==> src/rtl/fifo_flag_src.sv <==
// fifo_flag_src
//   Flag-producing FIFO that sits opposite the flow-control FSM. It buffers
//   data words and generates the FSM's status inputs (empty / not-empty /
//   almost-full / almost-empty / sticky overflow). The FSM's pausa/continua
//   outputs stall and resume the read side, and its init pulse reloads the
//   almost-full / almost-empty thresholds.
//
// Ports
//   clk, reset          single clock, synchronous active-high reset
//   init                load thresholds, clear overflow, enter RUN
//   umbral_af/_ae       thresholds sampled on init
//   push, data_in       write request and data
//   pop                 read request (honoured only in RUN)
//   pausa, continua     stall / resume read side
//   data_Fifo,valid_out registered read data, valid one cycle after pop
//   empty_Fifo, no_empty_Fifo, almost_full, almost_empty, Fifo_overflow
//                       status flags decoded from the registered count

module fifo_flag_src #(
    parameter int DATA_WIDTH = 4,
    parameter int ADDR_WIDTH = 3,
    parameter int AF_DEFAULT = 6,
    parameter int AE_DEFAULT = 2
) (
    input  logic                  clk,
    input  logic                  reset,
    input  logic                  init,
    input  logic [ADDR_WIDTH:0]   umbral_af,
    input  logic [ADDR_WIDTH:0]   umbral_ae,
    input  logic                  push,
    input  logic [DATA_WIDTH-1:0] data_in,
    input  logic                  pop,
    input  logic                  pausa,
    input  logic                  continua,
    output logic [DATA_WIDTH-1:0] data_Fifo,
    output logic                  valid_out,
    output logic                  empty_Fifo,
    output logic                  no_empty_Fifo,
    output logic                  almost_full,
    output logic                  almost_empty,
    output logic                  Fifo_overflow
);

    localparam int DEPTH = 1 << ADDR_WIDTH;
    localparam logic [ADDR_WIDTH:0]   DEPTH_C = (ADDR_WIDTH+1)'(DEPTH);
    localparam logic [ADDR_WIDTH:0]   CNT_ONE = (ADDR_WIDTH+1)'(1);
    localparam logic [ADDR_WIDTH-1:0] PTR_ONE = ADDR_WIDTH'(1);
    localparam logic [ADDR_WIDTH:0]   AF_DEF  = (ADDR_WIDTH+1)'(AF_DEFAULT);
    localparam logic [ADDR_WIDTH:0]   AE_DEF  = (ADDR_WIDTH+1)'(AE_DEFAULT);

    typedef enum logic [1:0] {
        IDLE   = 2'd0,
        RUN    = 2'd1,
        PAUSED = 2'd2
    } state_t;

    state_t state, state_nxt;

    logic [DATA_WIDTH-1:0] mem [DEPTH];
    logic [ADDR_WIDTH-1:0] wr_ptr, rd_ptr;
    logic [ADDR_WIDTH:0]   count;
    logic [ADDR_WIDTH:0]   af_thr, ae_thr;
    logic [ADDR_WIDTH:0]   af_ld, ae_ld;

    logic rd_acc, wr_acc, ovf_evt, side_on;

    // ------------------------------------------------------------------
    // Control FSM
    // ------------------------------------------------------------------
    always_ff @(posedge clk) begin
        if (reset) state <= IDLE;
        else       state <= state_nxt;
    end

    always_comb begin
        state_nxt = state;
        if (init) begin
            // init wins over pausa/continua from any state
            state_nxt = RUN;
        end else begin
            unique case (state)
                IDLE:    state_nxt = IDLE;
                RUN:     if (pausa) state_nxt = PAUSED;
                PAUSED:  if (continua && !pausa) state_nxt = RUN;
                default: state_nxt = IDLE;
            endcase
        end
    end

    // ------------------------------------------------------------------
    // Accept logic
    // ------------------------------------------------------------------
    // Writes are live in RUN and PAUSED; only the read side stalls.
    assign side_on = (state != IDLE);
    assign rd_acc  = pop && (state == RUN) && (count != '0);
    // A same-cycle read frees a slot, so a full FIFO still takes the word.
    assign wr_acc  = push && side_on && ((count != DEPTH_C) || rd_acc);
    assign ovf_evt = push && side_on && (count == DEPTH_C) && !rd_acc;

    // ------------------------------------------------------------------
    // Threshold load decode
    // ------------------------------------------------------------------
    always_comb begin
        af_ld = AF_DEF;
        ae_ld = AE_DEF;
        if ((umbral_af != '0) && (umbral_af <= DEPTH_C)) af_ld = umbral_af;
        // ae is compared against the raw af request, not the decoded one
        if (umbral_ae < umbral_af) ae_ld = umbral_ae;
    end

    always_ff @(posedge clk) begin
        if (reset) begin
            af_thr <= AF_DEF;
            ae_thr <= AE_DEF;
        end else if (init) begin
            af_thr <= af_ld;
            ae_thr <= ae_ld;
        end
    end

    // ------------------------------------------------------------------
    // Storage and pointers
    // ------------------------------------------------------------------
    always_ff @(posedge clk) begin
        if (!reset && wr_acc) mem[wr_ptr] <= data_in;
    end

    always_ff @(posedge clk) begin
        if (reset) begin
            wr_ptr <= '0;
            rd_ptr <= '0;
            count  <= '0;
        end else begin
            if (wr_acc) wr_ptr <= wr_ptr + PTR_ONE;
            if (rd_acc) rd_ptr <= rd_ptr + PTR_ONE;
            unique case ({wr_acc, rd_acc})
                2'b10:   count <= count + CNT_ONE;
                2'b01:   count <= count - CNT_ONE;
                default: count <= count;
            endcase
        end
    end

    // ------------------------------------------------------------------
    // Read data register: one-cycle latency, holds when no read
    // ------------------------------------------------------------------
    always_ff @(posedge clk) begin
        if (reset) begin
            data_Fifo <= '0;
            valid_out <= 1'b0;
        end else begin
            valid_out <= rd_acc;
            if (rd_acc) data_Fifo <= mem[rd_ptr];
        end
    end

    // ------------------------------------------------------------------
    // Sticky overflow; init clears it even if a drop happens that cycle
    // ------------------------------------------------------------------
    always_ff @(posedge clk) begin
        if (reset)        Fifo_overflow <= 1'b0;
        else if (init)    Fifo_overflow <= 1'b0;
        else if (ovf_evt) Fifo_overflow <= 1'b1;
    end

    // ------------------------------------------------------------------
    // Status flags straight from the registered count
    // ------------------------------------------------------------------
    assign empty_Fifo    = (count == '0);
    assign no_empty_Fifo = !empty_Fifo;
    assign almost_full   = (count >= af_thr);
    assign almost_empty  = (count != '0) && (count <= ae_thr);

endmodule
==> config.mk <==
export PLATFORM = sky130hd
export DESIGN_NAME = fifo_flag_src
export DESIGN_NICKNAME = d
export VERILOG_FILES = /design/src/rtl/fifo_flag_src.sv
export SDC_FILE = /design/constraint.sdc
export NUM_CORES = 1
export LEC_CHECK = 0
export ABC_AREA = 0
export CAP_MARGIN = 20
export CORE_UTILIZATION = 25
export DETAILED_ROUTE_END_ITERATION = 8
export GPL_TIMING_DRIVEN = 0
export SLEW_MARGIN = 20
export SYNTH_ARGS = -nofsm -noshare
export SYNTH_HDL_FRONTEND = slang
export SYNTH_SLANG_ARGS = --single-unit
==> constraint.sdc <==
create_clock -name clk -period 2.5 [get_ports clk]
set_input_delay 0.375 -clock clk [delete_from_list [all_inputs] [get_ports clk]]
set_output_delay 0.375 -clock clk [all_outputs]
set_load 0.02 [all_outputs]
==> results.toml, run 1 <==
[place]
io_buffer_count = 28
gp_congestion = 0.726
hpwl_um = 3680
placed_area_sq_um = 3140
placed_cells = 383

[cells_and_area]
final_nets = 291
drive_above_1_share_pct = 14.4
nFillCells = 1071
final_cell_mix = "32 x edfxtp_1, 26 x clkdlybuf4s50_1, 25 x dfxtp_1"
diodes = 0
layout_commonest_cell = "edfxtp_1"
syn_to_final_growth_pct = 23.8
final_area_sq_um = 3320
fin_cells = 399

[cts]
cts_setup_buffers = 0
cts_tree = "yes"
cts_buffers = 9
cts_resized = 5
cts_root_buffer = "clkbuf_8"
hold_buffers = 0
worstSkewPairLatency_ns = 0.32
htreeDepth = 3
cts_buffer_depth = 2
cts.clk_slew.worst_paths_ns = 0.06
cts.sinks = 58

[timing]
final_hold_viol_count = 0
relSlewSlack_pct = 56.4
rsz0062_at_grt = "false"
tns_ns = 0
period_share_pct = 95.9
setup_viol = 0
finClkSkew_ns = 0.00506
worstMarginPinSlew_ns = 0.654
timing.fmax_mhz = 417
drv_slew = 0
fin_crit_ns = 2.40

[logic_synthesis]
ys_warn_count = 0
ys_types = 44
ys_ff_latch = 58
ys_async_sr_fraction_pct = 0
seq_area_frac_synth_pct = 55.2
synth_area_sq_um = 2690
synthFlopType = "edfxtp_1"
syn-num-nets = 252
synth-edff-count = 32
synthCells = 219
avgSynthCellArea_sq_um = 12.3

[routing]
detail_route.vias_per_cell = 4.39
wirelength_um = 5090
drtIter0Drc = 83
wl_per_cell_um = 12.7
ant_nets = 0
route.detailed.drc = 0
drt-pass1-iter-count = 4
num_vias = 1750

[global_routing]
grt_util_met2_pct = 16.5
track_usage_pct = 10.0
grt_max_degree = 11
globalRouteMet3Util_pct = 2.91
grt_pass1_wl_um = 8470
grt_pass1_vias = 1750
busiest_layer = "met2"
grt_antenna_before_repair = 0
overflow = 0
met1_usage_pct = 12.3

[pwr]
powerDensity_nw_per_um2 = 577
finalPower_uw = 1920
ir_worst_vdd_mv = 0.209
leakage_uw = 0.00119

[job]
cap_violations = 0

[setup_path]
worstPathMaxFanout = 8
worstSetupEndpointType = "primary output"
path_class = "register to primary output"
worstPathArrival_ns = 2.02
worstPathRequired_ns = 2.12
startpoint_type = "register"
ff2ff_path_depth = 4

[floorplanning]
die_y_um = 106
core-area_sq_um = 10400
start_util_pct = 25.9
io_pins = 29
die_area_sq_um = 11200
die_x_um = 106
fp-row-count = 37

[min_path]
hp-class = "register to register"
hold_depth = 2

[status]
status = "finished clean"
-- flip-flops by register name (all words and copies together) (netlist names), 2 cells and up --
register	cells
mem	32
rd_ptr	3
data_Fifo	4
state	2
ae_thr	4
count	4
wr_ptr	3
af_thr	4
-- synthesized netlist by cell type (2+ instances only) --
library cell	n	area [sq um]
ha_1	14	175
nand2b_1	12	75.1
edfxtp_1	32	961
clkbuf_1	4	15.0
xnor2_1	3	26.3
o22ai_1	2	12.5
inv_1	13	48.8
a22oi_1	2	15.0
nor2b_1	6	37.5
nor4_1	2	12.5
a21o_1	3	22.5
buf_1	3	11.3
a211oi_2	4	50.1
nor2_1	24	90.1
mux2i_1	7	70.1
dfxtp_1	26	521
nor4b_1	2	17.5
nor3_1	3	15.0
buf_6	2	22.5
a22o_1	3	26.3
a21oi_1	10	50.1
o21ai_0	3	15.0
nand2_1	6	22.5
xor2_1	3	26.3
mux4_2	8	180
nand3_1	4	20.0
-- layer usage --
layer / share of wire (%) / wire [um]
met5: 0 / 0
met1: 48 / 2460
met4: 1.5 / 76
met2: 47 / 2410
met3: 2.9 / 149
-- where the power goes --
group	internal (uW)	switching, uW	leakage, uW	total, uW
Sequential	1020	12.5	0.000500	1030
Clock	352	341	0.0000816	693
Combinational	93.4	97.2	0.000609	191
-- final timing paths --
check	startpoint	to	slack (ns)
setup / recovery	count[1]	empty_Fifo	0.10
hold / removal	af_thr[0]	af_thr[0]	0.47
setup reg to reg	count[2]	mem[2][1]	0.30
hold reg to reg	af_thr[0]	af_thr[0]	0.47
-- kinds of logic (layout without fill, tap and decap cells) --
group                      count (synthesis)  count (layout)  synth area share, %
buffers and inverters                     24              68                 4.01
muxes                                     16              16                 9.74
AOI/OAI and AO/OA                         33              33                 8.95
and+or+nand+nor                           68              68                 13.7
xor gates and xnor gates                   6               6                 1.96
adders and majority gates                 14              14                 6.52
DFF                                       58              58                 55.2
-- per-stage QoR --
| step | setup WS, ns | utilization (%) | hold slack, ns |
|---|---|---|---|
| 2_1_floorplan | 0.365 | - | 0.446 |
| 4_1_cts | 0.00360 | 31.9 | 0.475 |
| 5_1_grt | 0.00667 | 32.0 | 0.501 |
| 3_5_place_dp | -0.424 | 30.2 | 0.466 |
| 3_3_place_gp | -0.407 | 30.2 | 0.458 |
| 6_report | 0.101 | 32.0 | 0.474 |
-- cell type report --
class | instances | area (sq um) | share of cell area [%]
Sequential cell | 58 | 1480 | 44.6
Multi-Input combinational cell | 137 | 1130 | 34.0
Timing Repair Buffer | 28 | 279 | 8.40
Tap cell | 136 | 170 | 5.12
Clock buffer | 12 | 135 | 4.07
Buffer | 10 | 53.8 | 1.62
Inverter | 14 | 53.8 | 1.62
Clock inverter | 4 | 18.8 | 0.565
-- worst max-delay path: stages, from the launching register on --
cell and delay, ns:
dfxtp_1 0.34, buf_6 0.14, or4_4 0.51, clkinv_2 0.10, clkdlybuf4s50_1 0.60
Note: power is estimated with default switching activity, not from simulation.
==> run 2: changes to the inputs <==
--- a/config.mk
+++ b/config.mk
@@ -6,10 +6,12 @@
 export NUM_CORES = 1
 export LEC_CHECK = 0
 export ABC_AREA = 0
+export ABC_CLOCK_PERIOD_IN_PS = 2500
 export CAP_MARGIN = 20
 export CORE_UTILIZATION = 25
 export DETAILED_ROUTE_END_ITERATION = 8
 export GPL_TIMING_DRIVEN = 0
+export REMOVE_ABC_BUFFERS = 1
 export SLEW_MARGIN = 20
 export SYNTH_ARGS = -nofsm -noshare
 export SYNTH_HDL_FRONTEND = slang
==> run 2 against run 1 <==
Net effect:
- global-route usage is 0.36 points lower
- clock-buffer cell count is 3 lower
- final cell count is 2.5% lower
- final area is 0.83% higher
- sequential power hardly changed
- critical path depth is 1 lower
- critical endpoint unchanged
- largest cell class unchanged
==> results.toml, run 2 (same netlist as run 1, synthesis figures left out) <==
[cts]
hold_buffers = 0
cts_tree = "yes"
cts_setup_buffers = 0
cts.clk_slew.worst_paths_ns = 0.07
cts_root_buffer = "clkbuf_8"
htreeDepth = 3
worstSkewPairLatency_ns = 0.34
cts.sinks = 58
cts_buffer_depth = 2
cts_buffers = 9

[setup_path]
ff2ff_path_depth = 4
r2r_start = "count[2]"
startpoint_type = "register"
path_class = "register to primary output"
worstPathRequired_ns = 2.12
r2r_end = "mem[3][3]"
worstPathArrival_ns = 2.00
worstSetupEndpointType = "primary output"
r2r_setup_slack_ns = 0.33
worstPathMaxFanout = 6

[pwr]
finalPower_uw = 2290
p_sw_share_pct = 22.3
p_int_uw = 1780
leakage_uw = 0.00120
p_switching_uw = 512
p_clk_share_pct = 46.9
ir_worst_vdd_mv = 0.249
seqPwrFrac_pct = 45.3
pwr-share-comb_pct = 7.9
powerDensity_nw_per_um2 = 684

[cells_and_area]
largest_register = "mem"
register_area_sq_um = 1490
multiInputGateArea_sq_um = 1120
syn_to_final_growth_pct = 24.8
nFillCells = 1062
post-route-util_pct = 32.3
drive_above_1_share_pct = 16.6
final_nets = 281
layout_commonest_cell = "edfxtp_1"
diodes = 0
final_cell_mix = "32 x edfxtp_1, 25 x clkdlybuf4s50_1, 24 x dfxtp_1, 24 x nor2_1, 14 x ha_1"
largest_register_ff_count = 32

[timing]
worstMarginPinSlew_ns = 0.679
setup_ws_ns = 0.126
drv_slew = 0
final_hold_viol_count = 0
rsz0062_at_grt = "false"
period_share_pct = 95.0
finClkSkew_ns = 0.0118
relSlewSlack_pct = 54.7
timing.fmax_mhz = 421
holdWs_ns = 0.474
setup_viol = 0
fin_crit_ns = 2.37
tns_ns = 0

[place]
io_buffer_count = 28
gp_congestion = 0.742
hpwl_um = 3470
dp_slack_ns = -0.386

[global_routing]
track_usage_pct = 9.68
grt_antenna_before_repair = 0
grt_pass1_vias = 1615
grt_max_degree = 32
overflow = 0
grt_pass1_wl_um = 8090

[routing]
drt-pass1-iter-count = 4
route.detailed.drc = 0
wl_per_cell_um = 12.6
drtIter0Drc = 107
num_vias = 1695
wirelength_um = 4900
detail_route.vias_per_cell = 4.36
ant_nets = 0

[floorplanning]
io_pins = 29
die_area_sq_um = 11200
core-area_sq_um = 10400
die_x_um = 106
start_util_pct = 25.9
die_y_um = 106
fp-row-count = 37

[job]
cap_violations = 0

[min_path]
hold_start = "af_thr[3]"
hold_depth = 2
min_to = "af_thr[3]"
hp-class = "register to register"

[status]
status = "finished clean"
-- run 2: critical path, stage by stage (launching register included) --
cell	delay, ns
dfxtp_1	0.38
or4_4	0.58
clkinv_2	0.10
clkdlybuf4s50_1	0.60
-- run 2: layout make-up --
type,count,area share (%)
sequential,58,44.4
multi-input combinational,137,33.5
timing repair buffer,28,8.07
tap,136,5.08
clock inverter,7,3.73
clock buffer,9,3.70
inverter,14,1.61
-- run 2: worst max-delay path by stage --
stage | from | depth (start not counted) | endpoint
3_5_place_dp | push | 5 | mem[0][2]
5_1_grt | count[1] | 7 | almost_empty
3_3_place_gp | reset | 2 | mem[3][1]
4_1_cts | push | 5 | mem[0][2]
2_1_floorplan | count[1] | 7 | count[2]
6_report | count[3] | 3 | empty_Fifo
-- run 2: power by group through the flow --
stage	clock network (uW)	registers, uW	logic (uW)
global placement	0	1060	179
detailed placement	0	1060	182
floorplan	0	1060	95.6
global route	1140	1040	201
CTS	1100	1040	182
finish	1070	1040	180
-- run 2: per-stage QoR --
step | instance area [sq um] | instances
finish | 3350 | 389
global placement | 3080 | 373
detailed placement | 3080 | 373
floorplan | 2630 | 209
CTS | 3330 | 389
global route | 3350 | 389
-- run 2: timing repair --
item	in CTS	in global routing
gates resized for setup	5	7
endpoints found under the setup margin	14	14
pin swaps	0	0
endpoints found under the hold margin	0	0
-- run 2: per-layer routing --
| metal | share of wire (%) | GRT usage, % | wire, um | up-vias |
|---|---|---|---|---|
| met1 | 45 | 11.2 | 2200 | 801 |
| li1 | - | - | - | 856 |
| met2 | 50 | 16.0 | 2450 | 32 |
| met4 | 1.3 | 5.06 | 63 | 0 |
| met3 | 3.8 | 3.15 | 184 | 6 |
| met5 | 0 | 0 | 0 | - |
